`config.mk`:
```
export PLATFORM = sky130hd
export DESIGN_NAME = hc595_chain_tx_flat
export DESIGN_NICKNAME = d
export VERILOG_FILES = /design/src/rtl/hc595_chain_tx_if.sv /design/src/rtl/hc595_chain_tx.sv /design/src/flat_wrapper.sv
export SDC_FILE = /design/constraint.sdc
export NUM_CORES = 1
export LEC_CHECK = 0
export ABC_AREA = 0
export CORE_MARGIN = 5
export CORE_UTILIZATION = 51
export CTS_CLUSTER_SIZE = 30
export DETAILED_ROUTE_END_ITERATION = 12
export GPL_ROUTABILITY_DRIVEN = 0
export HOLD_SLACK_MARGIN = 0.02
export PLACE_DENSITY = 0.76
export SLEW_MARGIN = 20
export SYNTH_ARGS = -nofsm -noshare
export SYNTH_HDL_FRONTEND = slang
export SYNTH_SLANG_ARGS = --single-unit
```
`constraint.sdc`:
```
create_clock -name sys_clk -period 2.55 [get_ports sys_clk]
set_input_delay 0.255 -clock sys_clk [delete_from_list [all_inputs] [get_ports sys_clk]]
set_output_delay 0.255 -clock sys_clk [all_outputs]
set_load 0.005 [all_outputs]
```
`src/rtl/hc595_chain_tx_if.sv`:
```
// Load/ready/done handshake between pattern logic and the hc595_chain_tx serialiser.
// The master supplies the word and the load request; the slave reports ready and done.
interface hc595_chain_tx_if #(
  parameter int CHAIN_W = 14
);
  logic [CHAIN_W-1:0] din;
  logic               load;
  logic               ready;
  logic               done;

  modport master (
    output din,
    output load,
    input  ready,
    input  done
  );

  modport slave (
    input  din,
    input  load,
    output ready,
    output done
  );
endinterface

```
`src/rtl/hc595_chain_tx.sv`:
```
// On-demand serial transmitter for a 74HC595 daisy-chain: shifts a CHAIN_W-bit word on ds/shcp, then pulses stcp.
// Optional PWM dimming on oe_n is compiled in when HC595_DIM_EN is defined.
module hc595_chain_tx #(
  parameter int CHAIN_W   = 14,
  parameter int DIV       = 4,
  parameter int MSB_FIRST = 1
) (
  input  logic               sys_clk,
  input  logic               sys_rst,
  hc595_chain_tx_if.slave    bus,
`ifdef HC595_DIM_EN
  input  logic [7:0]         bright,
`endif
  output logic               ds,
  output logic               shcp,
  output logic               stcp,
  output logic               oe_n
);

  localparam int PW   = $clog2(DIV);
  localparam int BW   = (CHAIN_W > 1) ? $clog2(CHAIN_W) : 1;
  localparam int HALF = DIV / 2;

  localparam logic [PW-1:0] PH_LAST    = PW'(DIV - 1);
  localparam logic [PW-1:0] PH_HALF    = PW'(HALF);
  localparam logic [PW-1:0] LATCH_LAST = PW'(HALF - 1);
  localparam logic [BW-1:0] BIT_LAST   = BW'(CHAIN_W - 1);

  typedef enum logic [1:0] {
    S_IDLE  = 2'd0,
    S_SHIFT = 2'd1,
    S_LATCH = 2'd2
  } state_t;

  state_t             r_state;
  state_t             w_state_nxt;
  logic [CHAIN_W-1:0] r_sr;
  logic [CHAIN_W-1:0] w_sr_nxt;
  logic [CHAIN_W-1:0] w_sr_adv;
  logic [PW-1:0]      r_phase;
  logic [PW-1:0]      w_phase_nxt;
  logic [PW-1:0]      w_phase_inc;
  logic [BW-1:0]      r_bit;
  logic [BW-1:0]      w_bit_nxt;
  logic               r_ds;
  logic               r_shcp;
  logic               r_stcp;
  logic               r_ready;
  logic               r_done;
  logic               w_ds_nxt;
  logic               w_shcp_nxt;
  logic               w_stcp_nxt;
  logic               w_ready_nxt;
  logic               w_done_nxt;

  // Bit that leaves the chain first for a given register image.
  function automatic logic first_bit(input logic [CHAIN_W-1:0] w);
    return (MSB_FIRST != 0) ? w[CHAIN_W-1] : w[0];
  endfunction

  assign w_sr_adv    = (MSB_FIRST != 0) ? (r_sr << 1) : (r_sr >> 1);
  assign w_phase_inc = r_phase + PW'(1);

  always_comb begin
    w_state_nxt = r_state;
    w_sr_nxt    = r_sr;
    w_phase_nxt = r_phase;
    w_bit_nxt   = r_bit;
    w_ds_nxt    = 1'b0;
    w_shcp_nxt  = 1'b0;
    w_stcp_nxt  = 1'b0;
    w_ready_nxt = 1'b0;
    w_done_nxt  = 1'b0;

    case (r_state)
      S_IDLE: begin
        w_ready_nxt = 1'b1;
        if (bus.load && r_ready) begin
          w_state_nxt = S_SHIFT;
          w_sr_nxt    = bus.din;
          w_phase_nxt = '0;
          w_bit_nxt   = '0;
          w_ds_nxt    = first_bit(bus.din);
          w_ready_nxt = 1'b0;
        end
      end

      S_SHIFT: begin
        if (r_phase == PH_LAST) begin
          w_phase_nxt = '0;
          if (r_bit == BIT_LAST) begin
            w_state_nxt = S_LATCH;
            w_bit_nxt   = '0;
            w_stcp_nxt  = 1'b1;
          end else begin
            w_bit_nxt = r_bit + BW'(1);
            w_sr_nxt  = w_sr_adv;
            w_ds_nxt  = first_bit(w_sr_adv);
          end
        end else begin
          // shcp goes high for the second half of the bit so ds is stable at the 595 edge.
          w_phase_nxt = w_phase_inc;
          w_ds_nxt    = r_ds;
          w_shcp_nxt  = (w_phase_inc >= PH_HALF);
        end
      end

      S_LATCH: begin
        if (r_phase == LATCH_LAST) begin
          w_state_nxt = S_IDLE;
          w_phase_nxt = '0;
          w_done_nxt  = 1'b1;
          w_ready_nxt = 1'b1;
        end else begin
          w_phase_nxt = w_phase_inc;
          w_stcp_nxt  = 1'b1;
        end
      end

      default: begin
        w_state_nxt = S_IDLE;
        w_phase_nxt = '0;
        w_bit_nxt   = '0;
        w_ready_nxt = 1'b1;
      end
    endcase
  end

  // Control and pin registers; reset aborts a transfer before any stcp pulse.
  always_ff @(posedge sys_clk or posedge sys_rst) begin
    if (sys_rst) begin
      r_state <= S_IDLE;
      r_phase <= '0;
      r_bit   <= '0;
      r_ds    <= 1'b0;
      r_shcp  <= 1'b0;
      r_stcp  <= 1'b0;
      r_ready <= 1'b1;
      r_done  <= 1'b0;
    end else begin
      r_state <= w_state_nxt;
      r_phase <= w_phase_nxt;
      r_bit   <= w_bit_nxt;
      r_ds    <= w_ds_nxt;
      r_shcp  <= w_shcp_nxt;
      r_stcp  <= w_stcp_nxt;
      r_ready <= w_ready_nxt;
      r_done  <= w_done_nxt;
    end
  end

  always_ff @(posedge sys_clk) begin
    r_sr <= w_sr_nxt;
  end

  assign ds        = r_ds;
  assign shcp      = r_shcp;
  assign stcp      = r_stcp;
  assign bus.ready = r_ready;
  assign bus.done  = r_done;

`ifdef HC595_DIM_EN
  logic [7:0] r_pwm;

  always_ff @(posedge sys_clk or posedge sys_rst) begin
    if (sys_rst) r_pwm <= '0;
    else         r_pwm <= r_pwm + 8'd1;
  end

  // Outputs are lit while the free-running counter is below the brightness level.
  assign oe_n = sys_rst | ~(r_pwm < bright);
`else
  assign oe_n = sys_rst;
`endif

endmodule

```
`src/flat_wrapper.sv`:
```
// flat-port wrapper written by rule: the top's interface ports become plain ports
module hc595_chain_tx_flat 
#(
  parameter int CHAIN_W   = 14,
  parameter int DIV       = 4,
  parameter int MSB_FIRST = 1
)
  (sys_clk, sys_rst, ds, shcp, stcp, oe_n, bus_din, bus_load, bus_ready, bus_done);
  hc595_chain_tx_if #(.CHAIN_W(CHAIN_W)) bus_i ();
  input  logic sys_clk;
  input  logic sys_rst;
  output logic ds;
  output logic shcp;
  output logic stcp;
  output logic oe_n;
  input wire logic [$bits(bus_i.din)-1:0] bus_din;
  input wire logic [$bits(bus_i.load)-1:0] bus_load;
  output wire logic [$bits(bus_i.ready)-1:0] bus_ready;
  output wire logic [$bits(bus_i.done)-1:0] bus_done;
  assign bus_i.din = bus_din;
  assign bus_i.load = bus_load;
  assign bus_ready = bus_i.ready;
  assign bus_done = bus_i.done;
  hc595_chain_tx #(.CHAIN_W(CHAIN_W), .DIV(DIV), .MSB_FIRST(MSB_FIRST)) u_core (.sys_clk(sys_clk), .sys_rst(sys_rst), .bus(bus_i), .ds(ds), .shcp(shcp), .stcp(stcp), .oe_n(oe_n));
endmodule
```
; ---- After elaboration in Yosys (flattened, before gate mapping)
; Index checks and enable logic that the tools add are counted.
[word_totals]
out_inout_bits = 6
reg_bits = 26
elab_cells = 60
input_bits = 17
[op_classes]
bitwise = 1
addsub = 2
n_mux = 31
eq_ne = 10
n_reduce_logical = 6
order_cmp = 1
[ops]
columns = cell, count
row1 = $mux 13, 3
row2 = $pmux 13 s2, 1
row3 = $mux 2, 7
row4 = $mux 4, 3
row5 = $pmux 2 s3, 2
row6 = $pmux 4 s3, 1
row7 = $mux 1, 11
row8 = $ne 2x1->1 const B, 4
row9 = $reduce_and 4->1, 2
row10 = $add 4x1->4 const B, 1
row11 = $eq 2x1->1 const B, 2
row12 = $eq 2x2->1 const B, 2
row13 = $eq 4x4->1 const B, 1
row14 = $pmux 1 s2, 2
row15 = $pmux 1 s3, 1
row16 = $reduce_and 3->1, 1
row17 = $add 2x1->2 const B, 1
row18 = $ge 2x2->1 const B, 1
row19 = $logic_not 2->1, 1
row20 = $ne 2x2->1 const B, 1
row21 = $reduce_bool 2->1, 1
row22 = $logic_and 1x1->1, 1
row23 = $not 1->1, 1

; ---- Depth between registers and ports, before layout
; Gate-level depths: netlist of run 1.
[logic_depth]
ltp_word = 4
mapped_depth = 6
mapped_depth_nobuf = 6

; ---- Worst setup path after synthesis of run 1
; No wires, ideal clock.
[synth_path]
path_type = flip-flop to flip-flop
start = register u_core.r_state[1]
end = register u_core.r_sr[0], enable pin
setup_time_ps = 387
n_path_buf = 1
arrival_time_ps = 1828
synth_period_minus_slack_ps = 2215
setup_slack_ps = 335
required_ps = 2163
stages_incl_launch_ff = 6
path_cell_list = dfrtp_1 -> inv_1 -> ha_1 -> clkbuf_1 -> nand3_1 -> a21oi_1
[synth_between]
elab_chain_len = 3
elab_cells_between_ends = 7
classes_between = eq/ne: 4 / reduce/logical: 3
[synth_rtl]
columns = item, line_no
row1 = "start, declared", hc595_chain_tx.sv:35  ; state_t r_state;
row2 = "start signal, assigned", hc595_chain_tx.sv:141  ; r_state <= w_state_nxt;
row3 = $eq 2x1->1 / $logic_not 2->1 (equally long branches), hc595_chain_tx.sv:75  ; case (r_state)
row4 = $ne 2x2->1 (no source line) (tied with other cells), -
row5 = $reduce_and 4->1 (no source line) (*), -
row6 = "end signal, assigned", hc595_chain_tx.sv:153  ; r_sr <= w_sr_nxt;
row7 = "end, declared", hc595_chain_tx.sv:37  ; logic [CHAIN_W-1:0] r_sr;
; Mark *: on every way between the ends. The rest lies on a longest branch, timed or not.
; A chain may end at the register's enable or synchronous reset.

; ---- Worst setup path in the final report of run 1
[layout_path]
start = register u_core.r_state[0]
end = register u_core.r_state[0]
[layout_between]
elab_cells_between_ends = 9
classes_between = eq/ne: 6 / mux: 1 / reduce/logical: 2
[layout_rtl]
columns = item, line_no
row1 = $eq 2x2->1 (tied with other cells), hc595_chain_tx.sv:75
row2 = $pmux 2 s3 (*), hc595_chain_tx.sv:75
row3 = named net u_core.w_state_nxt[0], hc595_chain_tx.sv:36  ; state_t w_state_nxt;
; The timed path passes the listed nets; every way through them passes the cells marked *.

==> results of run 1 <==
-- path summary, 6_finish.rpt --
path	from	endpoint	slack (ns)	cells past startpoint
max	u_core.r_state[0]	u_core.r_state[0]	0.65	6
min	sys_rst	u_core.r_bit[3]	0.26	2
max reg2reg	u_core.r_state[0]	u_core.r_state[0]	0.65	6
min reg2reg	u_core.r_bit[3]	u_core.r_bit[3]	0.53	1
max in group asynchronous	sys_rst	u_core.bus.ready	1.93	2
min in group sys_clk	bus_din[13]	u_core.ds	0.51	3
-- per-layer routing --
metal	global-route usage [%]	wire, um
met5	0	0
met3	1.94	65
met4	6.65	34
met2	26.7	1240
met1	17.1	971
-- cells in the final DEF, fill, tap and decap left out, types with 2 or more instances in the layout --
cell type,n
a21oi_1,4
and2_1,2
buf_4,2
clkbuf_4,3
clkdlybuf4s50_1,22
dfrtp_1,12
edfxtp_1,13
ha_1,9
inv_1,7
mux2_2,12
nand2_1,5
nand2b_1,4
nand3_1,6
nor2_1,3
nor2b_1,2
o21ai_0,2
o22a_1,2
-- sequential cells by signal, summed over array words and instances (netlist names) --
| signal | cells |
|---|---|
| u_core.bus.done | 1 |
| u_core.r_bit | 4 |
| u_core.r_sr | 13 |
| u_core.r_state | 2 |
| u_core.shcp | 1 |
| u_core.stcp | 1 |
| u_core.r_phase | 2 |
| u_core.bus.ready | 1 |
| u_core.ds | 1 |
-- power by group through the flow --
stage,Sequential (mW),Combinational [mW],Clock (mW)
2_1_floorplan,0.709,0.479,0
3_3_place_gp,0.716,0.647,0
3_5_place_dp,0.727,0.669,0
4_1_cts,0.716,0.676,0.182
5_1_grt,0.733,0.741,0.200
6_report,0.714,0.667,0.183
-- through the flow --
stage	instances	cell area [um2]
after floorplan	100	1290
after detailed placement	151	1550
after CTS	155	1570
after global placement	151	1550
final	155	1570
after global routing	155	1570
-- Yosys cell counts --
cell	n	share of area, %
a21oi_1	4	1.6
a31oi_1	1	0.49
nand2b_1	4	1.9
edfxtp_1	13	30
buf_4	1	0.58
mux2_1	1	0.87
clkbuf_1	2	0.58
o31ai_1	1	0.58
o21ai_0	2	0.78
mux2i_1	1	0.78
a22o_1	1	0.68
dfstp_2	1	2.0
o2bb2ai_1	1	0.68
or3b_4	1	0.87
nand3_1	6	2.3
or3_1	1	0.49
ha_1	9	8.7
nor2b_4	1	1.1
a21boi_4	1	1.5
nand4_1	1	0.49
o22a_1	2	1.4
o22ai_1	1	0.49
nor3_2	1	0.78
nor2_1	3	0.87
mux2_2	12	10
nor2b_1	2	0.97
inv_1	7	2.0
and2_1	2	0.97
dfrtp_1	12	23
nand2_1	5	1.5
-- cells by family after synthesis --
kind of cell,share of synthesized area [%]
AO/OA/AOI/OAI,8.06
adder cells (fa/ha/maj),8.74
buffers and inverters,3.20
flip-flops,55.6
multiplexers,12.1
AND/OR/NAND/NOR,12.2
-- worst max-delay path: cells and delay by family, from the launching register on --
| kind | cells | cell delay [ns] |
|---|---|---|
| AOI/OAI and AO/OA | 2 | 0.32 |
| adders and majority gates | 1 | 0.25 |
| buffers and inverters | 1 | 0.08 |
| DFF | 1 | 0.42 |
| muxes | 1 | 0.34 |
| and+or+nand+nor | 1 | 0.39 |
-- area by class of cell --
| type | instances | area (um2) |
|---|---|---|
| fill | 191 | 882 |
| sequential | 26 | 717 |
| multi-input combinational | 64 | 531 |
| timing repair buffer | 24 | 235 |
| tap | 30 | 37.5 |
| inverter | 7 | 26.3 |
| clock buffer | 3 | 22.5 |
| clock inverter | 1 | 3.75 |
==> results.yml, run 1 <==
floorplanning:
  die_area_um2: 3630
  coreArea_um2: 2450
  die_h_um: 60.3
  core.rowCount: 18
  ioPinCount: 23
  die-width_um: 60.3
  start_util_pct: 52.5
yosys:
  syn_inst: 100
  syn_area_per_cell_um2: 12.9
  syn_nets: 126
  ys_seq_area_share_pct: 55.6
  yosys_warnings: 0
  synth_cell_type_count: 30
  ys_ff_latch: 26
  syn-cell-area_um2: 1290
grt:
  grt_max_degree: 24
  grt_overflow: 0
  grt_pass1_wl_um: 3930
  grt_pass1_vias: 880
  antenna_found_initial: 0
  grtUsageTotal_pct: 14.8
pwr:
  sequentialPowerShare_pct: 45.6
  clock_power_share_pct: 11.7
  p_leak_nw: 0.644
  peakVddDrop_uv: 485
  p_sw_uw: 531
  p_int_mw: 1.03
  p_comb_share_pct: 42.6
  finalPower_mw: 1.57
  swShare_pct: 33.9
  pwr_density_cell_nw_per_um2: 995
clock_tree:
  cts-root-buf: "clkbuf_4"
  numCtsBuffers: 3
  tritoncts: "yes"
  hold_buffers: 0
  h-tree-depth: 1
  cts_setup_buffers: 0
  cts_buffer_depth: 2
  clk-insertion-delay-late_ns: 0.33
  path_clk_slew_ns: 0.15
  ctsResizeCount: 0
  cts_sinks: 26
outcome:
  outcome: "completed"
detailed_routing:
  vias_per_cell: 5.30
  firstDrtPassIters: 4
  drt-initial-drc-count: 24
  drtAntennaViolNets: 0
  drc: 0
  routedWlPerCell_um: 14.9
  drt-total-wl_um: 2310
  vias: 822
cells_and_area:
  area_growth_pct: 22.0
  insertedDiodeCount: 0
  nNetsFinal: 152
  drive_above_1_share_pct: 17.6
  utilization_pct: 64.1
sta:
  min_period_ns: 1.90
  finalCritPeriodShare_pct: 74.4
  finalClockSkew_ns: 0.0125
  whs_ns: 0.264
  rsz0062_at_grt: "no"
  setup_tns_ns: 0
  maxSlewHeadroom_pct: 65.1
  fmax_mhz: 527
  worstMarginPinSlew_ns: 0.523
  setup_violations: 0
  timing.final.ws_setup_ns: 0.652
  hold_viol: 0
  maxSlewViolCount: 0
setup_path:
  crit_fanout: 8
  critPathLaunchType: "flip-flop"
  critPathKind: "reg2reg"
  arrival_ns: 2.11
  critPathCaptureType: "flip-flop"
  critPathRequiredTime_ns: 2.76
  cpPeakStageDelay_ns: 0.42
  cpMaxStageDelayCell: "dfrtp_1"
  cp_cell_sequence: "inv_1 > ha_1 > a21boi_4 > or3b_4 > a21oi_1 > mux2_1"
job:
  drv_cap: 0
place:
  dp_slack_ns: 0.660
  port_buffers: 22
  place.detailed.hpwl_um: 1720
min_path:
  hold_class: "in2async"
No activity file was read; power rests on OpenSTA's default activity.
==> run 2, diff against run 1 <==
--- a/config.mk
+++ b/config.mk
@@ -7,12 +7,12 @@
 export LEC_CHECK = 0
 export ABC_AREA = 0
 export CORE_MARGIN = 5
-export CORE_UTILIZATION = 51
+export CORE_UTILIZATION = 46
 export CTS_CLUSTER_SIZE = 30
 export DETAILED_ROUTE_END_ITERATION = 12
 export GPL_ROUTABILITY_DRIVEN = 0
 export HOLD_SLACK_MARGIN = 0.02
-export PLACE_DENSITY = 0.76
+export PLACE_DENSITY = 0.72
 export SLEW_MARGIN = 20
 export SYNTH_ARGS = -nofsm -noshare
 export SYNTH_HDL_FRONTEND = slang
==> constraint.sdc (replaced) <==
create_clock -name sys_clk -period 1.63 [get_ports sys_clk]
set_input_delay 0.163 -clock sys_clk [delete_from_list [all_inputs] [get_ports sys_clk]]
set_output_delay 0.163 -clock sys_clk [all_outputs]
set_load 0.005 [all_outputs]
==> run 2 against run 1 <==
Net effect: the run now ends with negative setup slack left; first-iteration DRC count fell by 13%; non-clock buffer count increased by 16; highest routed layer unchanged; die area up 9.0%; largest cell class unchanged; setup slack worse by 0.78 ns; critical path type unchanged; clock-buffer cell count stayed put.
==> results.yml, run 2 (same netlist as run 1, synthesis figures left out) <==
cells_and_area:
  regMostFlops: "u_core.r_sr"
  area_growth_pct: 40.8
  reg_top3: "u_core.r_sr x13, u_core.r_bit x4"
  finalNonFillerCells: 172
  final_common_cell: "clkdlybuf4s50_1"
  mostFrequentLayoutCells: "clkdlybuf4s50_1, buf_4, edfxtp_1"
  nNetsFinal: 168
  utilization_pct: 66.9
  fillCellCount: 200
  postLayoutCellArea_um2: 1810
  drive_above_1_share_pct: 37.6
  insertedDiodeCount: 0
  largest_reg_flops: 13
place:
  port_buffers: 22
  dpl_cell_area_um2: 1680
  dp_cells: 165
  place.detailed.hpwl_um: 1950
pwr:
  peakVddDrop_uv: 1330
  p_leak_nw: 0.745
  finalPower_mw: 3.08
  pwr_density_cell_nw_per_um2: 1700
detailed_routing:
  drtAntennaViolNets: 0
  routedWlPerCell_um: 15.7
  drt-total-wl_um: 2700
  drc: 0
  vias_per_cell: 5.34
  firstDrtPassIters: 4
  vias: 919
  drt-initial-drc-count: 21
floorplanning:
  ioPinCount: 23
  die_area_um2: 3960
  coreArea_um2: 2710
  start_util_pct: 47.6
  die-width_um: 62.9
  core.rowCount: 19
  die_h_um: 62.9
min_path:
  hold_class: "in2async"
sta:
  maxSlewHeadroom_pct: 66.2
  timing.final.ws_setup_ns: -0.123
  min_period_ns: 1.75
  hold_viol: 0
  finalCritPeriodShare_pct: 108
  setup_violations: 13
  rsz0062_at_grt: "yes"
  fmax_mhz: 570
  worstMarginPinSlew_ns: 0.506
  maxSlewViolCount: 0
  finalClockSkew_ns: 0.0109
setup_path:
  critPathCaptureType: "flip-flop"
  critPathRequiredTime_ns: 1.86
  crit_fanout: 3
  critPathLaunchType: "flip-flop"
  arrival_ns: 1.98
  critPathKind: "reg2reg"
outcome:
  outcome: "finished, violations left"
  violations: "negative setup slack"
clock_tree:
  h-tree-depth: 1
  tritoncts: "yes"
  numCtsBuffers: 3
  clk-insertion-delay-late_ns: 0.33
  path_clk_slew_ns: 0.15
  cts-root-buf: "clkbuf_4"
  cts_buffer_depth: 2
  cts_sinks: 26
grt:
  grt_pass1_wl_um: 4480
  antenna_found_initial: 0
  grtUsageTotal_pct: 14.2
  grt_max_degree: 16
  grt_overflow: 0
  grt_pass1_vias: 971
job:
  drv_cap: 0
## run 2: changes by cell type in the layout (fill, tap and decap cells not counted), sizes merged
cell,change
clkinv,-1
buf,+16
bufinv,+1
## run 2: where the power goes
group          leakage (nW)  switching [mW]  internal (mW)
combinational         0.432           0.668          0.834
clock                0.0279           0.202          0.249
sequential            0.286           0.139          0.990
total                 0.745            1.01           2.07
## run 2: area by class of cell
| type | instances | area, um2 | area share, % |
|---|---|---|---|
| Multi-Input combinational cell | 64 | 611 | 33.7 |
| Inverter | 7 | 26.3 | 1.45 |
| Tap cell | 31 | 38.8 | 2.14 |
| Sequential cell | 26 | 718 | 39.6 |
| Clock inverter | 1 | 30.0 | 1.66 |
| Timing Repair Buffer | 40 | 368 | 20.3 |
| Clock buffer | 3 | 22.5 | 1.24 |
## run 2: critical path, cell delays in order (launching register included)
cell and delay [ns]:
dfrtp_1 0.41, inv_2 0.07, ha_2 0.19, nor2b_4 0.13
or3b_4 0.40, a21oi_4 0.14, mux2_4 0.31
## run 2: metal layers
| layer | up-vias | wire [um] | track usage [%] |
|---|---|---|---|
| li1 | 440 | - | - |
| met1 | 441 | 1070 | 16.4 |
| met2 | 29 | 1410 | 24.4 |
| met3 | 9 | 126 | 3.42 |
| met4 | 0 | 98 | 6.63 |
| met5 | - | 0 | 0 |
## run 2: path summary, 6_finish.rpt
path | cells after the start | end | slack, ns | startpoint
worst max-delay path | 6 | u_core.r_state[0] | -0.12 | u_core.r_state[1]
worst min-delay path | 2 | u_core.stcp | 0.17 | sys_rst
worst max register to register | 6 | u_core.r_state[0] | -0.12 | u_core.r_state[1]
worst min register to register | 1 | u_core.r_bit[2] | 0.55 | u_core.r_bit[2]
max in group asynchronous | 2 | u_core.r_phase[0] | 1.09 | sys_rst
min in group sys_clk | 3 | u_core.ds | 0.41 | bus_din[13]
## run 2: what timing repair did
item,CTS,global route
gates resized for setup,8,6
hold buffers,0,0
buffers inserted,2,1
setup endpoints to repair,16,17
pin swaps,1,3
## run 2: stage by stage
| step | setup slack, ns | hold slack [ns] | TNS, ns |
|---|---|---|---|
| finish | -0.123 | 0.168 | -0.243 |
| global placement | -0.0534 | 0.495 | -0.0534 |
| CTS | -0.120 | 0.190 | -0.295 |
| global route | -0.156 | 0.207 | -1.21 |
| detailed placement | -0.171 | 0.517 | -0.872 |
| floorplan | -0.0841 | 0.0392 | -0.419 |
